### src/rtl/burst_pkg.sv
// Shared widths, state encoding and small helpers for the burst responder.
package burst_pkg;

    localparam int unsigned ADDR_W = 4;
    localparam int unsigned LEN_W  = 4;
    localparam int unsigned DATA_W = 32;
    localparam int unsigned DEPTH  = 16;

    localparam logic [ADDR_W-1:0] ADDR_ONE = {{(ADDR_W-1){1'b0}}, 1'b1};
    localparam logic [LEN_W-1:0]  LEN_ONE  = {{(LEN_W-1){1'b0}}, 1'b1};

    typedef enum logic [1:0] {
        StIdle  = 2'd0,
        StWrite = 2'd1,
        StRead  = 2'd2
    } state_e;

    // Word pointers wrap modulo DEPTH through natural ADDR_W-bit overflow.
    function automatic logic [ADDR_W-1:0] addr_inc(input logic [ADDR_W-1:0] addr);
        return addr + ADDR_ONE;
    endfunction

    function automatic logic [LEN_W-1:0] len_dec(input logic [LEN_W-1:0] len);
        return len - LEN_ONE;
    endfunction

endpackage

### src/rtl/burst_mem.sv
// 16 x 32-bit word store: one synchronous write port, one combinational read
// port, and an asynchronous active-low clear of every word.
module burst_mem
    import burst_pkg::*;
(
    input  logic              clk_i,
    input  logic              rst_ni,
    input  logic              we_i,
    input  logic [ADDR_W-1:0] waddr_i,
    input  logic [DATA_W-1:0] wdata_i,
    input  logic [ADDR_W-1:0] raddr_i,
    output logic [DATA_W-1:0] rdata_o
);

    logic [DATA_W-1:0] mem_q [DEPTH];

    // Storage update; reset wipes the whole array so aborted bursts leave no trace.
    always_ff @(posedge clk_i or negedge rst_ni) begin
        if (!rst_ni) begin
            for (int i = 0; i < int'(DEPTH); i++) begin
                mem_q[i] <= '0;
            end
        end else if (we_i) begin
            mem_q[waddr_i] <= wdata_i;
        end
    end

    // Asynchronous read so a read beat appears in the same cycle as its pointer.
    always_comb begin
        rdata_o = mem_q[raddr_i];
    end

endmodule

### src/rtl/burst_responder.sv
// Burst responder: accepts burst-write and burst-read commands against a
// 16-word store, streaming one beat per non-stalled cycle.
module burst_responder
    import burst_pkg::*;
(
    input  logic              clock,
    input  logic              reset,
    input  logic              io_wr,
    input  logic              io_rd,
    input  logic [ADDR_W-1:0] io_address,
    input  logic [LEN_W-1:0]  io_length,
    input  logic [DATA_W-1:0] io_wdata,
    input  logic              io_stall,
    output logic              io_ready,
    output logic [DATA_W-1:0] io_rdata,
    output logic              io_rddatavalid
);

    state_e            state_q, state_d;
    logic [ADDR_W-1:0] ptr_q, ptr_d;
    logic [LEN_W-1:0]  rem_q, rem_d;

    logic              len_nz;
    logic              mem_we;
    logic [ADDR_W-1:0] mem_waddr;
    logic [DATA_W-1:0] mem_rdata;

    assign len_nz = (io_length != '0);

    burst_mem u_mem (
        .clk_i   (clock),
        .rst_ni  (reset),
        .we_i    (mem_we),
        .waddr_i (mem_waddr),
        .wdata_i (io_wdata),
        .raddr_i (ptr_q),
        .rdata_o (mem_rdata)
    );

    // State, pointer and remaining-beat registers.
    always_ff @(posedge clock or negedge reset) begin
        if (!reset) begin
            state_q <= StIdle;
            ptr_q   <= '0;
            rem_q   <= '0;
        end else begin
            state_q <= state_d;
            ptr_q   <= ptr_d;
            rem_q   <= rem_d;
        end
    end

    // Next-state: command decode in idle, beat counting in the burst states.
    always_comb begin
        state_d = state_q;
        ptr_d   = ptr_q;
        rem_d   = rem_q;
        unique case (state_q)
            StIdle: begin
                if (io_ready && len_nz) begin
                    // Write wins over a simultaneous read; beat 0 is written this edge.
                    if (io_wr) begin
                        if (io_length != LEN_ONE) begin
                            state_d = StWrite;
                            ptr_d   = addr_inc(io_address);
                            rem_d   = len_dec(io_length);
                        end
                    end else if (io_rd) begin
                        state_d = StRead;
                        ptr_d   = io_address;
                        rem_d   = io_length;
                    end
                end
            end
            StWrite: begin
                if (io_ready) begin
                    ptr_d = addr_inc(ptr_q);
                    rem_d = len_dec(rem_q);
                    if (rem_q == LEN_ONE) begin
                        state_d = StIdle;
                    end
                end
            end
            StRead: begin
                if (!io_stall) begin
                    ptr_d = addr_inc(ptr_q);
                    rem_d = len_dec(rem_q);
                    if (rem_q == LEN_ONE) begin
                        state_d = StIdle;
                    end
                end
            end
            default: begin
                state_d = StIdle;
            end
        endcase
    end

    // Outputs and store write strobe; everything is forced quiet while reset is low.
    always_comb begin
        io_ready       = reset && (state_q != StRead) && !io_stall;
        io_rddatavalid = reset && (state_q == StRead) && !io_stall;
        io_rdata       = io_rddatavalid ? mem_rdata : '0;
        mem_we         = io_ready &&
                         (((state_q == StIdle) && io_wr && len_nz) || (state_q == StWrite));
        mem_waddr      = (state_q == StIdle) ? io_address : ptr_q;
    end

endmodule

### config.mk
export PLATFORM = sky130hd
export DESIGN_NAME = burst_responder
export DESIGN_NICKNAME = d
export VERILOG_FILES = /design/src/rtl/burst_pkg.sv /design/src/rtl/burst_mem.sv /design/src/rtl/burst_responder.sv
export SDC_FILE = /design/constraint.sdc
export NUM_CORES = 1
export LEC_CHECK = 0
export ABC_AREA = 1
export BUFFER_PORTS_ARGS = -buffer_cell sky130_fd_sc_hd__buf_2
export CORE_AREA = 3 3 270 378
export DETAILED_ROUTE_END_ITERATION = 10
export DIE_AREA = 0 0 273 381
export REMOVE_ABC_BUFFERS = 1
export SLEW_MARGIN = 20
export SYNTH_ARGS = -nofsm -noshare
export SYNTH_HDL_FRONTEND = slang
export SYNTH_SLANG_ARGS = --single-unit
### constraint.sdc
create_clock -name clock -period 3.7 [get_ports clock]
set_clock_uncertainty 0.15 [all_clocks]
set_input_delay 0.74 -clock clock [delete_from_list [all_inputs] [get_ports clock]]
set_output_delay 0.74 -clock clock [all_outputs]
set_load 0.02 [all_outputs]
==> impl_metrics.py <==
metrics = {
    "critical_path": {
        "start_kind": "flop",
        "r2r_end": "u_mem.mem_q[311]$_DFFE_PN0P_",
        "crit_arrival_ns": 2.66,
        "critPathKind": "reg -> out",
        "worstPathRequired_ns": 2.81,
        "path_max_fanout": 40,
        "r2r_start": "state_q[0]$_DFFE_PN0P_",
        "ff2ff_setup_slack_ns": 0.88,
        "crit_path_end_kind": "output pin",
        "reg2regPathDepth": 10,
    },
    "worst_hold_path": {
        "worstHoldPathType": "in -> async",
    },
    "final_layout": {
        "syn_to_final_growth_pct": 12.8,
        "nets": 3918,
        "drive_above_1_share_pct": 8.23,
        "final_core_util_pct": 31.6,
    },
    "cts": {
        "cts_made_buffers": 51,
        "clock-sinks": 522,
        "post_cts_buffers": 0,
        "clockBufferDepth": 3,
        "clkTransAtPathRegs_ns": 0.06,
        "cts-root-buf": "clkbuf_16",
        "htreeDepth": 2,
        "cts_tree": "built",
        "clk_latency_ns": 0.59,
    },
    "route": {
        "drcViolationCount": 0,
        "wl_um": 95400,
        "num_vias": 25400,
        "wl_per_cell_um": 18.3,
        "drt_iter0_drc": 2613,
        "ant_nets": 0,
        "via_per_inst": 4.87,
        "first_pass_iters": 5,
    },
    "synthesis": {
        "synth-warning-count": 0,
        "synth_top_cell_by_area": "dfrtp_1",
        "synth_top_area_share_pct": 47.3,
        "synth_mux_area_share_pct": 0.0362,
        "syn-instance-count": 3962,
        "synth_area_sq_um": 27600,
        "synth_top_family_by_area": "simple AND/OR/NAND/NOR gates",
        "synth_area_leaders": "dfrtp_1 47%, nand2_1 25%, nand3_1 15%, inv_1 3.8%, buf_2 2.9%",
        "synth_cell_types": 25,
        "ys_seq_area_share_pct": 47.3,
        "ys_ff_latch": 522,
        "synth_fa_ha_area_share_pct": 0.453,
        "yosys.area_share.simple_pct": 42.0,
        "synth_area_per_cell_sq_um": 6.97,
        "synthXorXnorAreaFrac_pct": 0,
        "synth_compound_area_share_pct": 0.887,
    },
    "power_and_ir_drop": {
        "max-vdd-ir-drop_v": 0.000578,
        "total_power_mw": 24.1,
        "powerDensity_nw_per_um2": 774,
        "p_leak_nw": 16.7,
    },
    "placement": {
        "hpwl_um": 56000,
        "globalplace.congestion": 0.796,
        "io_buffer_count": 78,
    },
    "timing": {
        "hold_violations": 0,
        "post-route-min-period_ns": 3.55,
        "drv_slew": 0,
        "finalSetupViolations": 0,
        "rsz0062_at_grt": "yes",
        "worstMarginPinSlew_ns": 0.968,
        "period_share_pct": 95.8,
        "fmax_mhz": 282,
        "worst_slew_margin_rel_pct": 35.5,
    },
    "floorplanning": {
        "num_rows": 136,
        "dieHeight_um": 381,
        "die-area_sq_um": 104000,
        "core-area_sq_um": 98500,
        "io_pins": 79,
        "die_w_um": 273,
        "start_util_pct": 28.0,
    },
    "global_routing": {
        "grt_max_degree": 127,
        "grt_usage_pct": 18.0,
        "antenna_found_initial": 5,
        "grt_pass1_vias": 24600,
        "grt_pass1_wl_um": 148000,
        "grt-ovfl-total": 0,
    },
    "status": {
        "status": "complete, no violations",
    },
    "job": {
        "max_cap_violations": 0,
    },
}
stage by stage:
stage	hold slack (ns)	worst slack (ns)	setup TNS [ns]	instances	area [sq um]
CTS	0.127	0.00836	0	5212	31100
detailed placement	0.308	0.578	0	5120	29300
global placement	0.303	0.500	0	5120	29300
global route	0.156	-0.00490	-0.00490	5213	31200
floorplan	0.292	-8.45	-3299.19	3630	26100
finish	0.112	0.155	0	5215	31200
synth_stat cells, drive strengths merged:
cell,n
inv,286
nor3,2
clkbuf,127
nand4,10
nand3,851
nand2,1870
mux2i,1
clkinv,2
buf,205
o21ai,10
nor2,28
a31oi,1
ha,10
or2,2
dfrtp,522
a21oi,34
nor2b,1
final cells by class:
class	instances	area, sq um
Sequential cell	522	13100
Multi-Input combinational cell	2820	12100
Antenna cell	2	5.00
Clock inverter	16	259
Clock buffer	76	1480
Fill cell	10600	67400
Timing Repair Buffer	180	1540
Inverter	288	1100
Tap cell	1311	1640
critical path, cell delays in order (launching register included):
cell	delay, ns
dfrtp_4	0.54
buf_16	0.31
buf_4	0.28
nand2_1	0.07
nand2_1	0.07
nand2_1	0.04
nand3_1	0.07
nand3_1	0.13
a21oi_1	0.29
buf_2	0.23
flip-flops by register name, summed over array words and instances, names as in the netlist:
signal       count
ptr_q            4
rem_q            4
state_q          2
u_mem.mem_q    512
what timing repair did:
item	CTS	global route
gates resized for setup	0	10
setup endpoints to repair	0	16
hold buffers	0	0
how the worst max path moves through the flow:
stage                                start            to  depth (start not counted)
finish                ptr_q[0]$_DFFE_PN0P_  io_rdata[14]                          9
global route        state_q[0]$_DFFE_PN0P_  io_rdata[28]                          9
CTS                   ptr_q[0]$_DFFE_PN0P_   io_rdata[3]                          9
detailed placement                   reset  io_rdata[24]                          7
global placement                     reset  io_rdata[24]                          7
floorplan             ptr_q[0]$_DFFE_PN0P_  io_rdata[17]                          6
kinds of logic (layout without fill, tap and decap cells):
| family | after synthesis | after routing |
|---|---|---|
| compound gates | 45 | 45 |
| mux | 1 | 1 |
| flops | 522 | 522 |
| fa+ha+maj | 10 | 10 |
| other cells | 0 | 2 |
| simple gates | 2764 | 2764 |
| buf+inv | 620 | 560 |
routing by layer:
| metal | vias to the layer above | track usage, % | part of all wire, % |
|---|---|---|---|
| li1 | 12100 | - | - |
| met1 | 12300 | 22.9 | 41 |
| met2 | 816 | 31.2 | 50 |
| met3 | 211 | 1.97 | 5.3 |
| met4 | 2 | 7.28 | 4.0 |
| met5 | - | 0 | 0.0073 |
power by group:
part / internal [mW] / switching (mW)
Clock: 3.25 / 2.32
Sequential: 7.53 / 1.01
Combinational: 2.99 / 7.03
Total: 13.8 / 10.4
cells in the final DEF, fill, tap and decap left out, types with 7 or more instances in the layout:
master,netlist,final
nand2_1,1862,1846
nand3_1,851,851
dfrtp_1,522,518
inv_1,280,277
buf_2,158,77
buf_4,14,72
clkbuf_16,0,54
a21oi_1,33,28
buf_12,0,26
nand2_2,8,24
nor2_4,15,17
clkbuf_1,127,16
nor2_1,11,11
nand4_1,10,10
ha_1,10,10
clkinv_2,0,8
clkbuf_8,0,7
bufinv_16,0,7
Power figures use the tool's default switching activity.
